**config.mk**
```make
export PLATFORM = sky130hd
export DESIGN_NAME = keypad_scanner_flat
export DESIGN_NICKNAME = d
export VERILOG_FILES = /design/src/rtl/keypad_scanner_if.sv /design/src/rtl/keypad_scanner.sv /design/src/flat_wrapper.sv
export SDC_FILE = /design/constraint.sdc
export NUM_CORES = 1
export LEC_CHECK = 0
export ABC_AREA = 1
export CELL_PAD_IN_SITES_DETAIL_PLACEMENT = 1
export CELL_PAD_IN_SITES_GLOBAL_PLACEMENT = 1
export CORE_MARGIN = 2
export CORE_UTILIZATION = 43
export CTS_CLUSTER_DIAMETER = 80
export DETAILED_ROUTE_END_ITERATION = 10
export GPL_ROUTABILITY_DRIVEN = 0
export PLACE_DENSITY_LB_ADDON = 0.1
export SETUP_SLACK_MARGIN = 0.1
export SKIP_CTS_REPAIR_TIMING = 1
export SYNTH_ARGS = -nofsm -noshare
export SYNTH_HDL_FRONTEND = slang
export SYNTH_SLANG_ARGS = --single-unit
```
**constraint.sdc**
```tcl
create_clock -name clk -period 3.45 [get_ports clk]
set_input_delay 0.345 -clock clk [delete_from_list [all_inputs] [get_ports clk]]
set_output_delay 0.345 -clock clk [all_outputs]
set_load 0.02 [all_outputs]
```
**src/rtl/keypad_scanner_if.sv**
```systemverilog
// Keypad scanner signal bundle: matrix drive/sense towards the keypad and the
// keystrobe/keycode/key_held stream towards the calculator key decoder.
interface keypad_scanner_if;
  logic [3:0] col_n;      // keypad columns, active-low, asynchronous
  logic [3:0] row_n;      // row drive, active-low, one row low at a time
  logic       keystrobe;  // one-cycle pulse per accepted press
  logic [3:0] keycode;    // code of the last accepted key
  logic       key_held;   // high from accepted press to accepted release

  // Scanner side.
  modport master (
    input  col_n,
    output row_n,
    output keystrobe,
    output keycode,
    output key_held
  );

  // Keypad / decoder side.
  modport slave (
    output col_n,
    input  row_n,
    input  keystrobe,
    input  keycode,
    input  key_held
  );
endinterface

```
**src/rtl/keypad_scanner.sv**
```systemverilog
// 4x4 matrix keypad scanner. Drives one row low at a time, samples the
// synchronised columns at the end of each row period, classifies every full
// frame as NONE / ONE(idx) / MULTI and debounces press and release over
// DEBOUNCE_SCANS frames. An accepted press gives a single keystrobe with the
// calculator keycode; key_held tracks the press until its debounced release.
module keypad_scanner #(
  parameter int unsigned SCAN_DIV       = 1000,  // cycles per row, >= 4
  parameter int unsigned DEBOUNCE_SCANS = 4      // frames to accept, >= 1
) (
  input  logic             clk,
  input  logic             reset,
  keypad_scanner_if.master io_kp
);

  localparam int unsigned DivW = $clog2(SCAN_DIV);
  localparam int unsigned CntW = $clog2(DEBOUNCE_SCANS + 1);
  localparam logic [DivW-1:0] DivLast = DivW'(SCAN_DIV - 1);
  localparam logic [CntW-1:0] DebN    = CntW'(DEBOUNCE_SCANS);

  typedef enum logic [1:0] {
    StIdle,
    StDebounce,
    StHeld
  } state_t;

  // Matrix position (4*row + col) to calculator keycode.
  function automatic logic [3:0] key_map(input logic [3:0] idx);
    logic [3:0] code;
    case (idx)
      4'd0:    code = 4'd1;
      4'd1:    code = 4'd2;
      4'd2:    code = 4'd3;
      4'd3:    code = 4'd15;
      4'd4:    code = 4'd4;
      4'd5:    code = 4'd5;
      4'd6:    code = 4'd6;
      4'd7:    code = 4'd14;
      4'd8:    code = 4'd7;
      4'd9:    code = 4'd8;
      4'd10:   code = 4'd9;
      4'd11:   code = 4'd13;
      4'd12:   code = 4'd10;
      4'd13:   code = 4'd0;
      4'd14:   code = 4'd11;
      default: code = 4'd12;
    endcase
    return code;
  endfunction

  // Column synchroniser.
  logic [3:0]      r_col_s1;
  logic [3:0]      r_col_s2;

  // Row scanner.
  logic [DivW-1:0] r_div;
  logic [1:0]      r_row;
  logic [3:0]      r_row_n;

  // Per-frame accumulators.
  logic [1:0]      r_acc_cnt;
  logic [3:0]      r_acc_idx;

  // Debounce FSM and registered outputs.
  state_t          r_state;
  logic [3:0]      r_cand;
  logic [CntW-1:0] r_cnt;
  logic [CntW-1:0] r_rcnt;
  logic            r_keystrobe;
  logic [3:0]      r_keycode;
  logic            r_key_held;

  logic            w_row_last;
  logic            w_frame_end;
  logic [3:0]      w_pressed;
  logic [1:0]      w_row_cnt;
  logic [1:0]      w_row_col;
  logic [2:0]      w_sum;
  logic [1:0]      w_frame_cnt;
  logic [3:0]      w_frame_idx;
  logic            w_one;
  logic            w_none;

  assign w_row_last  = (r_div == DivLast);
  assign w_frame_end = w_row_last && (r_row == 2'd3);
  assign w_pressed   = ~r_col_s2;

  // Pressed-key count (saturating at 2) and highest pressed column of the current row.
  always_comb begin
    w_row_cnt = 2'd0;
    w_row_col = 2'd0;
    for (int c = 0; c < 4; c++) begin
      if (w_pressed[c]) begin
        w_row_col = 2'(c);
        if (w_row_cnt != 2'd2) begin
          w_row_cnt = w_row_cnt + 2'd1;
        end
      end
    end
  end

  // Running frame totals including the row being sampled this cycle.
  always_comb begin
    w_sum       = {1'b0, r_acc_cnt} + {1'b0, w_row_cnt};
    w_frame_cnt = (w_sum >= 3'd2) ? 2'd2 : w_sum[1:0];
    // Later rows/columns win, so this is the last pressed key in scan order.
    w_frame_idx = (w_row_cnt != 2'd0) ? {r_row, w_row_col} : r_acc_idx;
    w_one       = (w_frame_cnt == 2'd1);
    w_none      = (w_frame_cnt == 2'd0);
  end

  // Two-flop synchroniser for the asynchronous column inputs.
  always_ff @(posedge clk) begin
    if (reset) begin
      r_col_s1 <= 4'b1111;
      r_col_s2 <= 4'b1111;
    end else begin
      r_col_s1 <= io_kp.col_n;
      r_col_s2 <= r_col_s1;
    end
  end

  // Free-running row scan: each row low for SCAN_DIV cycles, order 0,1,2,3.
  always_ff @(posedge clk) begin
    if (reset) begin
      r_div   <= '0;
      r_row   <= 2'd0;
      r_row_n <= 4'b1110;
    end else if (w_row_last) begin
      r_div   <= '0;
      r_row   <= r_row + 2'd1;
      r_row_n <= {r_row_n[2:0], r_row_n[3]};
    end else begin
      r_div   <= r_div + DivW'(1);
    end
  end

  // Accumulate row samples over a frame; cleared once the frame is evaluated.
  always_ff @(posedge clk) begin
    if (reset) begin
      r_acc_cnt <= 2'd0;
      r_acc_idx <= 4'd0;
    end else if (w_frame_end) begin
      r_acc_cnt <= 2'd0;
      r_acc_idx <= 4'd0;
    end else if (w_row_last) begin
      r_acc_cnt <= w_frame_cnt;
      r_acc_idx <= w_frame_idx;
    end
  end

  // Press/release debounce FSM; advances only on frame-end cycles.
  always_ff @(posedge clk) begin
    if (reset) begin
      r_state     <= StIdle;
      r_cand      <= 4'd0;
      r_cnt       <= '0;
      r_rcnt      <= '0;
      r_keystrobe <= 1'b0;
      r_keycode   <= 4'd0;
      r_key_held  <= 1'b0;
    end else begin
      r_keystrobe <= 1'b0;
      if (w_frame_end) begin
        case (r_state)
          StIdle: begin
            if (w_one) begin
              r_cand <= w_frame_idx;
              r_cnt  <= CntW'(1);
              if (DEBOUNCE_SCANS == 1) begin
                r_keystrobe <= 1'b1;
                r_keycode   <= key_map(w_frame_idx);
                r_key_held  <= 1'b1;
                r_rcnt      <= '0;
                r_state     <= StHeld;
              end else begin
                r_state <= StDebounce;
              end
            end
          end
          StDebounce: begin
            if (w_one && (w_frame_idx == r_cand)) begin
              r_cnt <= r_cnt + CntW'(1);
              if ((r_cnt + CntW'(1)) == DebN) begin
                r_keystrobe <= 1'b1;
                r_keycode   <= key_map(r_cand);
                r_key_held  <= 1'b1;
                r_rcnt      <= '0;
                r_state     <= StHeld;
              end
            end else begin
              // Empty, multi-key or a different key restarts the press search.
              r_state <= StIdle;
            end
          end
          StHeld: begin
            if (w_none) begin
              if ((r_rcnt + CntW'(1)) == DebN) begin
                r_rcnt     <= '0;
                r_key_held <= 1'b0;
                r_state    <= StIdle;
              end else begin
                r_rcnt <= r_rcnt + CntW'(1);
              end
            end else begin
              // Any key activity while held restarts release debounce.
              r_rcnt <= '0;
            end
          end
          default: r_state <= StIdle;
        endcase
      end
    end
  end

  assign io_kp.row_n     = r_row_n;
  assign io_kp.keystrobe = r_keystrobe;
  assign io_kp.keycode   = r_keycode;
  assign io_kp.key_held  = r_key_held;

endmodule

```
**src/flat_wrapper.sv**
```systemverilog
// flat-port wrapper written by rule: the top's interface ports become plain ports
module keypad_scanner_flat 
#(
  parameter int unsigned SCAN_DIV       = 1000,                         
  parameter int unsigned DEBOUNCE_SCANS = 4                               
)
  (clk, reset, io_kp_col_n, io_kp_row_n, io_kp_keystrobe, io_kp_keycode, io_kp_key_held);
  keypad_scanner_if io_kp_i ();
  input  logic clk;
  input  logic reset;
  input wire logic [$bits(io_kp_i.col_n)-1:0] io_kp_col_n;
  output wire logic [$bits(io_kp_i.row_n)-1:0] io_kp_row_n;
  output wire logic [$bits(io_kp_i.keystrobe)-1:0] io_kp_keystrobe;
  output wire logic [$bits(io_kp_i.keycode)-1:0] io_kp_keycode;
  output wire logic [$bits(io_kp_i.key_held)-1:0] io_kp_key_held;
  assign io_kp_i.col_n = io_kp_col_n;
  assign io_kp_row_n = io_kp_i.row_n;
  assign io_kp_keystrobe = io_kp_i.keystrobe;
  assign io_kp_keycode = io_kp_i.keycode;
  assign io_kp_key_held = io_kp_i.key_held;
  keypad_scanner #(.SCAN_DIV(SCAN_DIV), .DEBOUNCE_SCANS(DEBOUNCE_SCANS)) u_core (.clk(clk), .reset(reset), .io_kp(io_kp_i));
endmodule
```
# [After elaboration in Yosys (flattened, before gate mapping)]
# Memories as Yosys holds them, arrays and structs flattened. A register that Yosys moved wholly into a read port is not among the register bits.
# Cells that the tools add are included.
[word_totals] memories=1 mem_bits_ro=64 reg_bits=44 wordCells=92 in_bits=6 out_inout_bits=10
[classes] reduce_logical=16 addsub=8 magnitude_cmp=1 mux=32 n_bitwise=4 eq_ne=17
[memory_table] memory="(name not given)" depth=16 width=4 rd=1 rd_clocked_by_memory_dff=1 write_ports=0 line_no="keypad_scanner.sv:29" source="case (idx)"
[op_table] operator="2-to-1 mux 2 bit" n=14
[op_table] operator="2-to-1 mux 3 bit" n=6
[op_table] operator="one-hot mux 3 bit (2 select lines)" n=2
[op_table] operator="AND reduction 4 bit" n=3
[op_table] operator="adder 10 x 1 -> 10 bit (second input constant)" n=1
[op_table] operator="== test 10 bit (second input constant)" n=1
[op_table] operator="!= test 2 x 1 -> 1 bit (second input constant)" n=5
[op_table] operator="2-to-1 mux 1 bit" n=7
[op_table] operator="adder 2 x 1 -> 2 bit (second input constant)" n=3
[op_table] operator="adder 3 x 1 -> 3 bit (second input constant)" n=2
[op_table] operator="== test 3 bit (second input constant)" n=2
[op_table] operator="one-hot mux 2 bit (3 select lines)" n=1
[op_table] operator="AND reduction 6 bit" n=1
[op_table] operator="nonzero test 2 bit" n=3
[op_table] operator="AND reduction 5 bit" n=1
[op_table] operator="== test 2 x 1 -> 1 bit (second input constant)" n=2
[op_table] operator="== test 2 bit (second input constant)" n=2
[op_table] operator="== test 4 bit" n=1
[op_table] operator="zero test 2 bit" n=2
[op_table] operator="2-to-1 mux 4 bit" n=1
[op_table] operator="!= test 2 bit (second input constant)" n=2
[op_table] operator="inverter 4 bit" n=1
[op_table] operator="OR reduction 2 bit" n=2
[op_table] operator="OR reduction 4 bit" n=1
[op_table] operator="other kinds (9)" n=12

# [Longest topological paths before layout]
[logic_depth] ltp_word=18 ltp_mapped=22 mapped_depth_nobuf=22

# [Worst setup path after synthesis]
# No wires, ideal clock.
[synth_path] path_type="reg2reg" start="register u_core.r_col_s2[1]" end="register u_core.r_rcnt[1]" arrival_time_ps=2730 setup_ps=113 slack_ps=606 t_required_ps=3337 path_buffers=0 synth_period_minus_slack_ps=2844 stages_incl_launch_ff=23 path_cell_list="dfxtp_1 inv_1 ha_1 nand2_1 nand2_1 inv_1 ha_1 or2_1 nand2_4 inv_1 ha_1 inv_1 fa_1 nand2_1 nor2_1 nand2_1 nor2_2 nand2_4 nand2_2 nand2_2 clkinv_1 nor2_1 nor2_1"
[synth_between] elab_chain_cells=15 word_cells_on_any_way=26 classes_between="add/sub (3); order compare (1); eq/ne (5); mux (12); bitwise (1); reduce/logical (4)"
[synth_rtl] element="from (decl)" line_no="keypad_scanner.sv:52" source="logic [3:0] r_col_s2;"
[synth_rtl] element="from (signal assigned)" line_no="keypad_scanner.sv:118" source="r_col_s2 <= r_col_s1;"
[synth_rtl] element="inverter 4 bit (*)" line_no="keypad_scanner.sv:85" source="assign w_pressed = ~r_col_s2;"
[synth_rtl] element="2-to-1 mux 2 bit" line_no="keypad_scanner.sv:92" source="if (w_pressed[c]) begin"
[synth_rtl] element="adder 2 x 1 -> 2 bit / != test 2 bit (equally long branches)" line_no="keypad_scanner.sv:95, keypad_scanner.sv:94"
[synth_rtl] element="2-to-1 mux 2 bit" line_no="keypad_scanner.sv:94" source="if (w_row_cnt != 2'd2) begin"
[synth_rtl] element="2-to-1 mux 2 bit" line_no="keypad_scanner.sv:92"
[synth_rtl] element="adder 2 x 1 -> 2 bit / != test 2 bit (equally long branches)" line_no="keypad_scanner.sv:95, keypad_scanner.sv:94"
[synth_rtl] element="2-to-1 mux 2 bit" line_no="keypad_scanner.sv:94"
[synth_rtl] element="2-to-1 mux 2 bit" line_no="keypad_scanner.sv:92"
[synth_rtl] element="adder 2 x 2 -> 3 bit" line_no="keypad_scanner.sv:103" source="w_sum = {1'b0, r_acc_cnt} + {1'b0, w_row_cnt};"
[synth_rtl] element="greater-or-equal comparator 3 x 2 -> 1 bit" line_no="keypad_scanner.sv:104" source="w_frame_cnt = (w_sum >= 3'd2) ? 2'd2 : w_sum[1:0];"
[synth_rtl] element="2-to-1 mux 2 bit" line_no="keypad_scanner.sv:104"
[synth_rtl] element="== test 2 x 1 -> 1 bit" line_no="keypad_scanner.sv:107" source="w_one = (w_frame_cnt == 2'd1);"
[synth_rtl] element="logical AND 1 bit" line_no="keypad_scanner.sv:181" source="if (w_one && (w_frame_idx == r_cand)) begin"
[synth_rtl] element="!= test 2 x 1 -> 1 bit (no line)"
[synth_rtl] element="AND reduction 4 bit (no line)"
[synth_rtl] element="to (signal assigned)" line_no="keypad_scanner.sv:202" source="r_rcnt <= r_rcnt + CntW'(1);"
[synth_rtl] element="to (decl)" line_no="keypad_scanner.sv:67" source="logic [CntW-1:0] r_rcnt;"
# Mark *: on every way between the ends. The rest lies on a longest branch, timed or not.
# A chain may end at the register's enable or synchronous reset.

# [Final worst setup path]
[layout_path] start="register u_core.r_col_s2[1]" end="register u_core.r_cnt[0]"
[layout_between] elab_chain_cells=15 word_cells_on_any_way=24 classes_between="add/sub (3); order compare (1); eq/ne (6); mux (10); bitwise (1); reduce/logical (3)"
[layout_rtl] element="inverter 4 bit (*)" line_no="keypad_scanner.sv:85"
[layout_rtl] element="2-to-1 mux 2 bit" line_no="keypad_scanner.sv:92"
[layout_rtl] element="adder 2 x 1 -> 2 bit / != test 2 bit (equally long branches)" line_no="keypad_scanner.sv:95, keypad_scanner.sv:94"
[layout_rtl] element="2-to-1 mux 2 bit" line_no="keypad_scanner.sv:94"
[layout_rtl] element="2-to-1 mux 2 bit" line_no="keypad_scanner.sv:92"
[layout_rtl] element="adder 2 x 1 -> 2 bit / != test 2 bit (equally long branches)" line_no="keypad_scanner.sv:95, keypad_scanner.sv:94"
[layout_rtl] element="2-to-1 mux 2 bit" line_no="keypad_scanner.sv:94"
[layout_rtl] element="2-to-1 mux 2 bit" line_no="keypad_scanner.sv:92"
[layout_rtl] element="adder 2 x 2 -> 3 bit" line_no="keypad_scanner.sv:103"
[layout_rtl] element="greater-or-equal comparator 3 x 2 -> 1 bit" line_no="keypad_scanner.sv:104"
[layout_rtl] element="2-to-1 mux 2 bit" line_no="keypad_scanner.sv:104"
[layout_rtl] element="== test 2 x 1 -> 1 bit" line_no="keypad_scanner.sv:107"
[layout_rtl] element="logical AND 1 bit" line_no="keypad_scanner.sv:181"
[layout_rtl] element="!= test 2 x 1 -> 1 bit (no line)"
[layout_rtl] element="AND reduction 4 bit (no line) (*)"
[layout_rtl] element="to (signal assigned)" line_no="keypad_scanner.sv:168" source="r_cnt <= CntW'(1);"
[layout_rtl] element="to (signal assigned)" line_no="keypad_scanner.sv:182" source="r_cnt <= r_cnt + CntW'(1);"
[layout_rtl] element="to (decl)" line_no="keypad_scanner.sv:66" source="logic [CntW-1:0] r_cnt;"
# Marks and branches as above.

==> impl_metrics.tcl <==
set metrics [dict create \
    outcome "finished clean" \
    switching_share_pct 25.33 \
    skew_ns 0.01153 \
    grt_max_degree 23 \
    p_leak_nw 1.328 \
    final_cell_area_um2 2902 \
    synthFlopType "dfxtp_1" \
    worstMarginPinSlew_ns 0.7070 \
    core.rowCount 28 \
    rrSetupSlack_ns 0.34 \
    rsz0062_at_grt "no" \
    cellPowerDensity_nw_per_um2 349.4 \
    clockPowerShare_pct 35.8 \
    via_per_inst 4.942 \
    combPwrFrac_pct 8.4 \
    antenna_left 0 \
    synth_top_area_share_pct 37.70 \
    clock_path_buffers 2 \
    multi_input_comb_area_um2 1408 \
    die_y_um 80.99 \
    grt_pass1_vias 2191 \
    pwr-share-seq_pct 55.8 \
    utilization_pct 49.89 \
    dieArea_um2 6559 \
    antenna_cells 0 \
    via_count 2199 \
    finalSetupViolCount 0 \
    hold_viol 0 \
    ys_seq_elements 48 \
    rr_worst_depth 22 \
    place_inst 436 \
    cp_max_fo 6 \
    layout-drive-gt1-share_pct 11.35 \
    clkSinkCount 48 \
    crit_required_ns 3.66 \
    drc 0 \
    post-place-ws_ns 0.2927 \
    core_area_um2 5816 \
    rr_endpoint "u_core.r_cnt[0]" \
    seqCellArea_um2 962.2 \
    initial_core_util_pct 43.83 \
    synthTopCellsByArea "dfxtp_1 38%, nand2_1 11%, ha_1 9.3%" \
    p_int_uw 757.1 \
    clkTransAtPathRegs_ns 0.09 \
    place_area_um2 2774 \
    grt_pass1_wl_mm 9.818 \
    synthesis.nets 377 \
    ioPinCount 16 \
    hold_depth 1 \
    htree_levels 2 \
    clk_latency_ns 0.31 \
    yosysUniqueCellTypes 33 \
    drt-pass1-iter-count 4 \
    min_period_over_period_pct 90.26 \
    fillers 784 \
    tritoncts "done" \
    routedWlPerCell_um 12.66 \
    timing.final.ws_setup_ns 0.3362 \
    synth_area_um2 2549 \
    crit_path_end_kind "flop" \
    finalHoldWorstSlack_ns 0.4158 \
    synthArstFlopShare_pct 0 \
    worstReg2RegStart "u_core.r_col_s2[1]" \
    fin_setup_tns_ns 0 \
    antenna_found_initial 0 \
    final_common_cell "nand2_1" \
    slew_viol_final 0 \
    critPathKind "reg2reg" \
    nets 395 \
    wirelength_mm 5.632 \
    instances_no_fill 445 \
    power.total_mw 1.014 \
    grt_usage_pct 19.02 \
    synth-edff-count 0 \
    die_width_um 80.99 \
    irDropWorstVdd_mv 0.2070 \
    cp.arrival_ns 3.32 \
    avgSynthCellArea_um2 7.261 \
    synth_top_area_cell "dfxtp_1" \
    root_buffer "clkbuf_8" \
    worstSetupStartpointType "flop" \
    hold_class "reg2reg" \
    whs_endpoint "u_core.r_col_s2[3]" \
    mostFrequentLayoutCells "73 x nand2_1, 47 x inv_1, 47 x dfxtp_1" \
    place_hpwl_mm 4.335 \
    netlist_instances 351 \
    first_iter_violations 67 \
    synth-warning-count 0 \
    overflow 0 \
    period_needed_ns 3.114 \
    numCtsBuffers 5 \
    area_growth_pct 13.84 \
    min_from "u_core.r_col_s1[3]" \
    switchingPower_uw 256.8 \
    relSlewSlack_pct 52.81 \
    port-buffer-count 15 \
    clock.fmax_ghz 0.3212 \
    ys_seq_area_share_pct 37.70 \
    maxCapViolations 0 \
]
==> power groups by stage <==
stage          clock network [mW]  logic (mW)  registers, mW
6_report                    0.363      0.0855          0.566
2_1_floorplan                   0      0.0606          0.577
4_1_cts                     0.378      0.0814          0.566
3_5_place_dp                    0      0.0812          0.578
3_3_place_gp                    0      0.0787          0.578
5_1_grt                     0.404      0.0975          0.567
==> layout make-up <==
type / count / area share [%]
flip-flops and latches: 48 / 33.16
clock inverters: 2 / 0.4743
multi-input cells: 249 / 48.51
clock buffers: 6 / 2.846
inverters: 49 / 6.339
well taps: 75 / 3.234
repair buffers: 16 / 5.433
==> cells in the mapped netlist, types with 2 or more instances <==
cell type	number
a211oi_1	2
a21oi_1	17
a31oi_1	3
clkbuf_1	5
dfxtp_1	48
ha_1	19
inv_1	47
nand2_1	74
nand2_2	5
nand2_4	5
nand3_1	19
nand3_2	2
nand4_1	2
nor2_1	48
nor2_2	3
nor3_1	7
nor3b_1	2
nor4_1	2
o21ai_0	15
o21ai_1	2
or2_1	2
or2_2	10
xnor2_1	2
==> worst max-delay path by stage <==
stage | cells after the start | to | startpoint | slack, ns
after floorplan | 22 | u_core.r_rcnt[1] | u_core.r_col_s2[1] | 0.61
after global placement | 22 | u_core.io_kp.keycode[2] | u_core.r_col_s2[0] | 0.41
after detailed placement | 22 | u_core.io_kp.keycode[2] | u_core.r_col_s2[1] | 0.29
after CTS | 22 | u_core.io_kp.keycode[2] | u_core.r_col_s2[1] | 0.27
after global routing | 22 | u_core.r_cnt[0] | u_core.r_col_s2[0] | 0.09
final | 22 | u_core.r_cnt[0] | u_core.r_col_s2[1] | 0.34
==> worst max-delay path, stage by stage (launching register included) <==
cell,delay (ns)
dfxtp_2,0.34
inv_1,0.05
ha_1,0.27
nand2_1,0.08
nand2_1,0.09
inv_1,0.05
ha_1,0.18
or2_1,0.25
nand2_4,0.11
inv_1,0.05
ha_1,0.18
inv_1,0.08
fa_1,0.44
nand2_2,0.12
nor2_4,0.05
nand2_1,0.10
nor2_4,0.06
nand2_4,0.10
nand2_2,0.10
nand2_1,0.15
nand2_1,0.06
nand2_1,0.06
nor2_1,0.05
==> logic make-up (layout without fill, tap and decap cells) <==
| kind of cell | count (synthesis) | in the layout | synth area share [%] |
|---|---|---|---|
| buffers and inverters | 54 | 73 | 7.953 |
| and+or+nand+nor | 184 | 184 | 34.41 |
| DFF | 48 | 48 | 37.70 |
| adders and majority gates | 20 | 20 | 10.11 |
| xor gates and xnor gates | 2 | 2 | 0.6874 |
| AOI/OAI and AO/OA | 43 | 43 | 9.131 |
==> state kept, by name, summed over array words and instances, names as in the netlist <==
name / count
u_core.r_state: 2
u_core.r_col_s2: 4
u_core.io_kp.row_n: 4
u_core.r_col_s1: 4
u_core.io_kp.keycode: 4
u_core.io_kp.keystrobe: 1
u_core.r_acc_idx: 4
u_core.io_kp.key_held: 1
u_core.r_row: 2
u_core.r_acc_cnt: 2
u_core.r_rcnt: 3
u_core.r_cand: 4
u_core.r_div: 10
u_core.r_cnt: 3
==> per-layer routing <==
| layer | global-route usage [%] | part of all wire, % | up-vias |
|---|---|---|---|
| met5 | 0 | 0 | - |
| met4 | 5.085 | 1.1 | 0 |
| met3 | 3.333 | 1.4 | 5 |
| met2 | 33.47 | 50 | 10 |
| met1 | 23.92 | 48 | 1040 |
| li1 | - | - | 1144 |
(Power assumes the default switching activity.)
